### src/rtl/rackctl_wb_responder.sv
// rtl/rackctl_wb_responder.sv - serial RACKCTL request to Wishbone master bridge with serial status/data response
// A request frame is shifted straight into the Wishbone output registers; the termination status (and read data) is shifted back out.
module rackctl_wb_responder #(
   parameter int unsigned TIMEOUT = 255,
   parameter logic        INV     = 1'b0
) (
   input  logic        wb_clk_i,
   input  logic        wb_rst_n_i,
   input  logic        rack_rx_i,
   output logic        rack_tx_o,
   output logic        rack_txen_o,
   output logic        wb_cyc_o,
   output logic        wb_stb_o,
   output logic        wb_we_o,
   output logic [21:0] wb_adr_o,
   output logic [3:0]  wb_sel_o,
   output logic [31:0] wb_dat_o,
   input  logic [31:0] wb_dat_i,
   input  logic        wb_ack_i,
   input  logic        wb_err_i,
   input  logic        wb_rty_i,
   output logic        busy_o,
   output logic        frame_err_o
);

   localparam int TO_W = $clog2(TIMEOUT + 1);

   typedef enum logic [3:0] {
      IDLE, RX_ADR, RX_SEL, RX_DAT, RX_STOP, WB,
      TX_TURN, TX_START, TX_STAT, TX_DAT, TX_STOP
   } state_t;

   state_t            state, next_state;
   logic [4:0]        bit_cnt;
   logic [TO_W-1:0]   to_cnt;
   logic [1:0]        status;
   logic [31:0]       tx_sr;
   logic              rx;
   logic              tx_bit;
   logic              last_bit;
   logic              to_expired;
   logic              term;
   logic              rd_resp;

   assign rx         = rack_rx_i ^ INV;
   assign rack_tx_o  = tx_bit ^ INV;
   assign last_bit   = (bit_cnt == 5'd0);
   assign to_expired = (to_cnt >= TO_W'(TIMEOUT - 1));
   assign term       = wb_ack_i | wb_err_i | wb_rty_i;
   assign rd_resp    = !wb_we_o && (status == 2'b00);

   // The we bit is the first bit of RX_ADR; on the final address bit it sits in wb_adr_o[21].
   always_comb begin
      next_state = state;
      case (state)
         IDLE:     if (!rx) next_state = RX_ADR;
         RX_ADR:   if (last_bit) next_state = wb_adr_o[21] ? RX_SEL : RX_STOP;
         RX_SEL:   if (last_bit) next_state = RX_DAT;
         RX_DAT:   if (last_bit) next_state = RX_STOP;
         RX_STOP:  next_state = rx ? WB : IDLE;
         WB:       if (term || to_expired) next_state = TX_TURN;
         TX_TURN:  if (last_bit) next_state = TX_START;
         TX_START: next_state = TX_STAT;
         TX_STAT:  if (last_bit) next_state = rd_resp ? TX_DAT : TX_STOP;
         TX_DAT:   if (last_bit) next_state = TX_STOP;
         TX_STOP:  next_state = IDLE;
         default:  next_state = IDLE;
      endcase
   end

   always_comb begin
      busy_o      = (state != IDLE);
      wb_cyc_o    = (state == WB);
      wb_stb_o    = (state == WB);
      rack_txen_o = 1'b0;
      tx_bit      = 1'b1;
      case (state)
         TX_TURN:  rack_txen_o = 1'b1;
         TX_START: begin
            rack_txen_o = 1'b1;
            tx_bit      = 1'b0;
         end
         TX_STAT:  begin
            rack_txen_o = 1'b1;
            tx_bit      = status[bit_cnt[0]];
         end
         TX_DAT:   begin
            rack_txen_o = 1'b1;
            tx_bit      = tx_sr[31];
         end
         TX_STOP:  rack_txen_o = 1'b1;
         default:  ;
      endcase
   end

   always_ff @(posedge wb_clk_i) begin
      if (!wb_rst_n_i) begin
         state       <= IDLE;
         bit_cnt     <= 5'd0;
         to_cnt      <= '0;
         status      <= 2'b00;
         tx_sr       <= 32'd0;
         wb_we_o     <= 1'b0;
         wb_adr_o    <= 22'd0;
         wb_sel_o    <= 4'd0;
         wb_dat_o    <= 32'd0;
         frame_err_o <= 1'b0;
      end else begin
         state       <= next_state;
         frame_err_o <= (state == RX_STOP) && !rx;

         // Every field entry reloads its own length, so a field can never run into the next.
         if (next_state != state) begin
            case (next_state)
               RX_ADR:          bit_cnt <= 5'd22;
               RX_SEL:          bit_cnt <= 5'd3;
               RX_DAT, TX_DAT:  bit_cnt <= 5'd31;
               TX_TURN, TX_STAT: bit_cnt <= 5'd1;
               default:         bit_cnt <= 5'd0;
            endcase
         end else if (!last_bit) begin
            bit_cnt <= bit_cnt - 5'd1;
         end

         case (state)
            RX_ADR: begin
               {wb_we_o, wb_adr_o} <= {wb_adr_o, rx};
               if (next_state == RX_STOP) begin
                  wb_sel_o <= 4'hF;
                  wb_dat_o <= 32'd0;
               end
            end
            RX_SEL:  wb_sel_o <= {wb_sel_o[2:0], rx};
            RX_DAT:  wb_dat_o <= {wb_dat_o[30:0], rx};
            RX_STOP: to_cnt   <= '0;
            WB: begin
               if (!to_expired) to_cnt <= to_cnt + 1'b1;
               if (wb_ack_i) begin
                  status <= 2'b00;
                  tx_sr  <= wb_dat_i;
               end else if (wb_err_i) begin
                  status <= 2'b01;
               end else if (wb_rty_i) begin
                  status <= 2'b10;
               end else if (to_expired) begin
                  status <= 2'b11;
               end
            end
            TX_DAT:  tx_sr <= {tx_sr[30:0], 1'b0};
            default: ;
         endcase
      end
   end

endmodule

### config.mk
export PLATFORM = sky130hd
export DESIGN_NAME = rackctl_wb_responder
export DESIGN_NICKNAME = d
export VERILOG_FILES = /design/src/rtl/rackctl_wb_responder.sv
export SDC_FILE = /design/constraint.sdc
export NUM_CORES = 1
export LEC_CHECK = 0
export CORE_MARGIN = 2
export CORE_UTILIZATION = 46
export DETAILED_ROUTE_END_ITERATION = 8
export GPL_ROUTABILITY_DRIVEN = 0
export PLACE_DENSITY = 0.86
export SYNTH_ARGS = -nofsm -noshare
export SYNTH_HDL_FRONTEND = slang
export SYNTH_SLANG_ARGS = --single-unit
### constraint.sdc
create_clock -name wb_clk_i -period 2.2 [get_ports wb_clk_i]
set_clock_uncertainty 0.05 [all_clocks]
set_input_delay 0.33 -clock wb_clk_i [delete_from_list [all_inputs] [get_ports wb_clk_i]]
set_output_delay 0.33 -clock wb_clk_i [all_outputs]
set_load 0.005 [all_outputs]
======== Word-level counts from Yosys, hierarchy flattened ========
Index checks and enable logic that the tools add are counted.
storage, ports and cells
  flip-flop bits (word level) ............. 111
  output and inout port bits .............. 65
operators by class
  add/sub/neg operators ................... 2
  $lt $le $gt $ge ......................... 2
  equality and inequality tests ........... 22
  muxes and demuxes ....................... 31
  bitwise logic cells ..................... 2
  reductions and logical operators ........ 22
operator list
  kind                 count
  $pmux 32 s2          2
  $mux 32              2
  $pmux 4 s10          1
  $mux 4               9
  $eq 4x3->1 const B   6
  $eq 4x4->1 const B   5
  $pmux 5 s4           1
  $eq 4x2->1 const B   4
  $pmux 8 s2           1
  $mux 2               5
  $mux 5               2
  $reduce_and 2->1     5
  $add 8x1->8 const B  1
  $eq 4x1->1 const B   2
  $ge 8x8->1 const B   1
  $mux 8               1
  $pmux 4 s2           1
  $reduce_bool 2->1    4
  $reduce_bool 4->1    2
  $mux 3               2
  $logic_not 5->1      1
  $reduce_or 5->1      1
  $sub 5x1->5 const B  1
  $logic_not 4->1      1
  12 further kinds     20

======== Longest topological paths before layout ========
Gate-level depths: netlist of run 1.
  depth after elaboration ................. 9
  mapped depth ............................ 10
  depth with buffers taken out ............ 8

======== Worst setup path before layout of run 1 ========
No wires, ideal clock.
  path type ............................... reg-to-reg
  from .................................... reg bit_cnt[0]
  to ...................................... reg bit_cnt[1]
  setup time .............................. 0.058 ns
  arrival ................................. 2.238 ns
  required time ........................... 2.092 ns
  setup slack ............................. -0.146 ns
  stages on the path, launching flop included .. 10
  clock period less this slack ............ 2.346 ns
  path through ............................ dfxtp_1 -> inv_1 -> ha_1 -> or4b_1 -> buf_6 -> o311ai_4 -> o32ai_2 -> mux2_2 -> a2111oi_2 -> o21a_1
between the ends
  cells in the longest elaborated chain, start to end .. 7
  elaborated cells between the ends (all ways) .. 22
  classes of those cells .................. add/sub (1); eq/ne (8); mux (10); reduce/logical (3)
ends and longest elaborated chain
  element                                   line  text
  from (decl)                               34    logic [4:0] bit_cnt;
  from (signal assigned)                    122   bit_cnt <= bit_cnt - 5'd1;
  $logic_not 5->1                           47    assign last_bit = (bit_cnt == 5'd0);
  $mux 4, or another cell as far along      65    TX_DAT: if (last_bit) next_state = TX_STOP;
  $pmux 4 s10                               55    case (state)
  $eq 4x3->1, or another cell as far along  114   case (next_state)
  $reduce_or 2->1                           114
  $pmux 5 s4                                114
  $mux 5                                    113   if (next_state != state) begin
Several ways; a longest one is shown, not always the timed one. The select of a mux whose other input is x is not followed.
A chain may end at the register's enable or synchronous reset.

======== Final worst setup path of run 1 ========
Same ends and word-level chain as after synthesis.

==> results.json, run 1 <==
{
  "status": "finished with violations",
  "failed_checks": "setup timing",
  "max_slew_margin_pct": 60.2,
  "syn-instance-count": 533,
  "fmax_ghz": 0.415,
  "min_period_ps": 2410,
  "period_share_pct": 110,
  "post-dp-hpwl_um": 8420,
  "start_util_pct": 47.8,
  "place_ws_ps": -376,
  "viasPerCell": 5.63,
  "power.total_mw": 5.44,
  "tightest_slew_ps": 590,
  "finalHoldViolCount": 0,
  "synth-edff-count": 0,
  "synthesis.area_mm2": 0.00471,
  "syn_avg_cell_area_um2": 8.84,
  "p_per_area_mw_per_mm2": 780,
  "setup_ws_ps": -212,
  "dieWidth_um": 105,
  "core_mm2": 0.00986,
  "num_vias": 4523,
  "drtIter0Drc": 189,
  "cp.arrival_ps": 2680,
  "cts_buffers": 9,
  "finalWirelength_um": 13500,
  "grt_pass1_wl_um": 21600,
  "r2r_cells": 9,
  "holdBufCountCts": 0,
  "power.static_leakage_nw": 2.35,
  "nets": 708,
  "portBuffers": 102,
  "ys_seq_elements": 111,
  "antenna_left": 0,
  "grt_pass1_vias": 4539,
  "ff2ff_setup_slack_ps": -210,
  "clk_pin_slew_ps": 110,
  "cts_tree": "yes",
  "antenna_found_initial": 0,
  "clockRootBuffer": "clkbuf_8",
  "worstSetupStartpoint": "bit_cnt[0]",
  "cap_violations": 0,
  "yosysSeqAreaShare_pct": 47.2,
  "area_delta_synth_final_pct": 48.0,
  "clock_path_buffers": 2,
  "crit_path_end": "bit_cnt[1]",
  "regToRegStartpoint": "bit_cnt[0]",
  "worst_setup_path_end_kind": "flop",
  "vdd_ir_drop_max_mv": 0.472,
  "num_rows": 36,
  "setup_viol": 42,
  "hold_class": "reg -> reg",
  "start_kind": "flop",
  "synth_cell_types": 52,
  "cts_max_level": 3,
  "layout-drive-gt1-share_pct": 22.2,
  "postSynth.asyncResetShare_pct": 0,
  "antenna_cells": 0,
  "synth.largest_area_cell": "dfxtp_1",
  "synthFlopType": "dfxtp_1",
  "die_h_um": 105,
  "report.final.slew_viol_count": 0,
  "track_usage_pct": 23.6,
  "io_pins": 103,
  "dr.pass1.iters": 5,
  "r2r_end": "bit_cnt[1]",
  "post_drt_wl_per_cell_um": 16.8,
  "crit_type": "reg -> reg",
  "clock_sinks": 111,
  "rsz0062_at_grt": "true",
  "yosys.area.top_type_share_pct": 47.2,
  "required_ps": 2470,
  "crit_fanout": 7,
  "grt_overflow_total": 0,
  "synthTopCellsByArea": "dfxtp_1 (47%), mux2i_1 (7.2%), nor2_1 (6.7%)",
  "ys_warn_count": 0,
  "clock_latency_ps": 370,
  "syn_nets": 575,
  "die_area_mm2": 0.0111,
  "drc": 0,
  "grt_max_degree": 33,
  "utilization_pct": 70.7
}
-- timing repair --
| item | CTS | global route |
|---|---|---|
| pin swaps | 24 | 32 |
| setup buffers | 7 | 9 |
| gates resized for setup | 63 | 32 |
| setup endpoints to repair | 47 | 47 |
| cloned | 3 | 0 |
-- critical path: stages, from the launching register on --
cell      delay (ps)
dfxtp_2          340
inv_2             70
ha_4             130
or4b_4           500
buf_8            170
a32oi_4          200
o21a_1           210
nand4_1          230
a221oi_2         280
o21a_1           170
-- layer usage --
metal | GRT usage, % | vias up | wire (um) | share of wire [%]
li1 | - | 2165 | - | -
met2 | 42.4 | 144 | 7110 | 53
met1 | 27.2 | 2182 | 5430 | 40
met4 | 8.19 | 0 | 295 | 2.2
met3 | 5.57 | 32 | 688 | 5.1
met5 | 0 | - | 0 | 0
-- sequential cells by signal (all words and copies together), names as in the netlist --
register	cells
tx_sr	32
wb_we_o	1
wb_sel_o	4
state	4
wb_dat_o	32
to_cnt	8
status	2
bit_cnt	5
frame_err_o	1
wb_adr_o	22
-- cell usage after synthesis, types with 4 or more instances --
master,instances
buf_2,5
clkbuf_1,29
inv_1,6
nor3_1,9
nand2_1,65
o21ai_0,7
a21oi_1,34
ha_1,4
a22oi_1,32
mux2i_1,34
o21a_1,5
dfxtp_1,111
a211oi_1,33
nand3_1,5
or3_1,4
xor2_1,6
nor2_1,84
nor2b_1,4
o221a_2,4
-- through the flow --
stage	std cells	hold WS, ps	setup TNS [ps]	instance area [um^2]
after floorplan	533	407	-336	4720
after global placement	770	404	-557	6180
after detailed placement	770	415	-4100	6180
after CTS	796	429	-3610	6760
after global routing	804	451	-7330	6970
final	804	422	-4360	6970
-- cells in the final DEF, fill, tap and decap left out, drive strengths merged, types with 3 or more instances in the layout --
cell,Yosys,layout
clkbuf,30,9
mux2i,34,34
nor2,84,84
xor2,6,6
o221a,4,4
and2,3,3
inv,6,10
a22oi,32,32
dfxtp,111,111
a21oi,35,35
xnor2,3,3
nor2b,4,4
a211oi,33,33
clkinv,1,3
nand2,65,65
nor4b,3,3
o32ai,4,4
or3,4,4
ha,4,4
nor3,9,9
clkdlybuf4s50,0,100
nand2b,3,3
buf,9,59
o21a,5,5
nand3,5,5
o21ai,9,9
-- power by group --
part	internal [mW]	leakage, nW	total (mW)	switching (mW)
clock	0.450	0.0981	1.22	0.766
sequential	2.11	0.899	2.21	0.0935
combinational	0.994	1.35	2.02	1.02
total	3.56	2.35	5.44	1.88
-- final cells by class --
type	instances	area, um^2
Inverter	7	28.8
Tap cell	133	166
Fill cell	719	2890
Multi-Input combinational cell	376	2680
Clock inverter	7	75.1
Timing Repair Buffer	161	1660
Sequential cell	111	2240
Clock buffer	9	124
-- worst min-delay path by stage --
stage,start,to,slack [ps],cells after the start
floorplan,status[0],status[0],410,2
global placement,wb_adr_o[15],wb_adr_o[16],400,2
detailed placement,wb_adr_o[3],wb_adr_o[4],420,2
CTS,wb_adr_o[1],wb_adr_o[2],430,2
global route,wb_adr_o[11],wb_adr_o[12],450,2
finish,wb_adr_o[1],wb_adr_o[2],420,2
-- cells by family (layout without fill, tap and decap cells) --
group	after synthesis	count (layout)	share of synthesized area [%]
buf+inv	46	184	4.06
simple gates	189	189	17.2
fa+ha+maj	4	4	1.06
compound gates	139	139	21.4
mux	35	35	7.46
flops	111	111	47.2
xor+xnor	9	9	1.67
(Power assumes the default switching activity.)
==> run 2: changes to the inputs <==
- CTS_CLUSTER_SIZE: not set -> 10
==> results of run 2 <==
The final DEF is identical to that of run 1; final timing and power are the same.
==> run 3: changes to the inputs <==
- RECOVER_POWER: not set -> 25
==> run 3 against run 2 <==
The run still ends with setup timing left. Critical path depth did not move. Sequential share of layout area about the same. Via count is 0.51% lower. Hold slack got worse by 3.9 ps. Sequential power is essentially flat. Combinational power about the same. Global-route usage stayed put. Non-clock buffer count unchanged. Highest routed layer unchanged. Utilization shrank 0.076 points. Clock power about the same. Die area unchanged. Flip-flop and latch count is the same.
==> results.json, run 3 (synthesis results as in run 1) <==
{
  "status": "finished with violations",
  "failed_checks": "setup timing",
  "rsz0062_at_grt": "true",
  "period_share_pct": 110,
  "track_usage_pct": 23.6,
  "dr.pass1.iters": 5,
  "die_area_mm2": 0.0111,
  "clockRootBuffer": "clkbuf_8",
  "antenna_left": 0,
  "vdd_ir_drop_max_mv": 0.472,
  "die_h_um": 105,
  "io_pins": 103,
  "crit_chain": "inv_2 -> ha_4 -> or4b_4 -> buf_8 -> a32oi_4 -> o21a_1 -> nand4_1 -> a221oi_2 -> o21a_1",
  "crit_type": "reg -> reg",
  "fin_setup_tns_ps": -4850,
  "cts_max_level": 3,
  "setup_viol": 45,
  "final_common_cell": "dfxtp_1",
  "p_per_area_mw_per_mm2": 780,
  "clock_path_buffers": 2,
  "cts_tree": "yes",
  "post-dp-hpwl_um": 8420,
  "nets": 708,
  "min_period_ps": 2410,
  "finalHoldViolCount": 0,
  "report.final.slew_viol_count": 0,
  "finalWirelength_um": 13500,
  "setup_ws_ps": -210,
  "crit_path_top_delay_cell": "or4b_4",
  "critPathTopFamily": "compound AO/OA/AOI/OAI gates",
  "drc": 0,
  "layout-drive-gt1-share_pct": 21.9,
  "core_mm2": 0.00986,
  "fmax_ghz": 0.415,
  "portBuffers": 102,
  "power.static_leakage_nw": 2.44,
  "drtIter0Drc": 170,
  "tightest_slew_ps": 598,
  "area_delta_synth_final_pct": 47.8,
  "clk_pin_slew_ps": 110,
  "required_ps": 2470,
  "critPathBufInv": 2,
  "worst_setup_path_end_kind": "flop",
  "num_rows": 36,
  "post_drt_wl_per_cell_um": 16.8,
  "antenna_cells": 0,
  "num_vias": 4500,
  "cp.arrival_ps": 2680,
  "grt_overflow_total": 0,
  "power.total_mw": 5.43,
  "dieWidth_um": 105,
  "viasPerCell": 5.60,
  "max_slew_margin_pct": 59.7,
  "grt_pass1_wl_um": 21600,
  "cap_violations": 0,
  "grt_max_degree": 33,
  "clock_sinks": 111,
  "clock_latency_ps": 370,
  "layout_common_cells": "dfxtp_1 (106), nor2_1 (79), clkdlybuf4s50_1 (72), nand2_1 (63), buf_4 (39)",
  "start_kind": "flop",
  "grt_pass1_vias": 4539,
  "start_util_pct": 47.8,
  "cpPeakStageDelay_ps": 500,
  "antenna_found_initial": 0,
  "reg.largest.list": "tx_sr (32), wb_dat_o (32), wb_adr_o (22)",
  "cp_common_cell": "o21a_1",
  "crit_fanout": 7,
  "cts_buffers": 9,
  "hold_class": "reg -> reg"
}
run 3: changes by cell type in the layout (fill, tap and decap cells not counted):
| cell | change |
|---|---|
| dfxtp_1 | +1 |
| clkbuf_4 | +1 |
| clkdlybuf4s50_1 | -28 |
| clkbuf_1 | +1 |
| dfxtp_4 | -1 |
| dlygate4sd3_1 | +28 |
| buf_4 | -2 |
run 3: layout make-up:
class                           instances  area [um^2]
Clock buffer                            9          124
Clock inverter                          7         75.1
Fill cell                             721         2900
Inverter                                7         28.8
Multi-Input combinational cell        376         2680
Sequential cell                       111         2240
Tap cell                              133          166
Timing Repair Buffer                  161         1650
run 3: path summary, 6_finish.rpt:
kind                       to        start  slack (ps)  depth (start not counted)
setup / recovery   bit_cnt[1]   bit_cnt[0]        -210                          9
hold / removal    wb_adr_o[2]  wb_adr_o[1]         420                          2
setup reg to reg   bit_cnt[1]   bit_cnt[0]        -210                          9
hold reg to reg   wb_adr_o[2]  wb_adr_o[1]         420                          2
run 3: worst reg2reg max path, cell delays in order, from the launching register on:
cell	delay, ps
dfxtp_2	340
inv_2	70
ha_4	130
or4b_4	500
buf_8	170
a32oi_4	200
o21a_1	210
nand4_1	230
a221oi_2	290
o21a_1	170
run 3: what timing repair did:
| item | CTS | global route |
|---|---|---|
| hold buffers | 0 | 0 |
| pin swaps | 24 | 32 |
| gates cloned | 3 | 0 |
| endpoints found under the setup margin | 47 | 47 |
| setup buffers | 7 | 9 |
| resized for setup | 63 | 32 |
run 3: stage by stage:
stage / cells / util (%) / hold slack [ps] / instance area (um^2) / worst slack, ps
floorplan: 533 / - / 407 / 4720 / -124
global placement: 770 / 62.6 / 404 / 6180 / -163
detailed placement: 770 / 62.6 / 415 / 6180 / -376
CTS: 796 / 68.5 / 429 / 6760 / -161
global route: 804 / 70.6 / 448 / 6960 / -269
finish: 804 / 70.6 / 418 / 6960 / -210
run 3: per-layer routing:
layer  wire (um)  track usage (%)  share of wire (%)
met4         292             8.19                2.2
met3         729             5.57                5.4
met5           0                0                  0
met2        7110             42.4                 53
met1        5400             27.2                 40
run 3: power breakdown:
| group | internal, mW | total, mW | switching, mW |
|---|---|---|---|
| Sequential | 2.11 | 2.20 | 0.0930 |
| Combinational | 0.986 | 2.01 | 1.02 |
| Clock | 0.450 | 1.22 | 0.769 |
| Total | 3.55 | 5.43 | 1.88 |
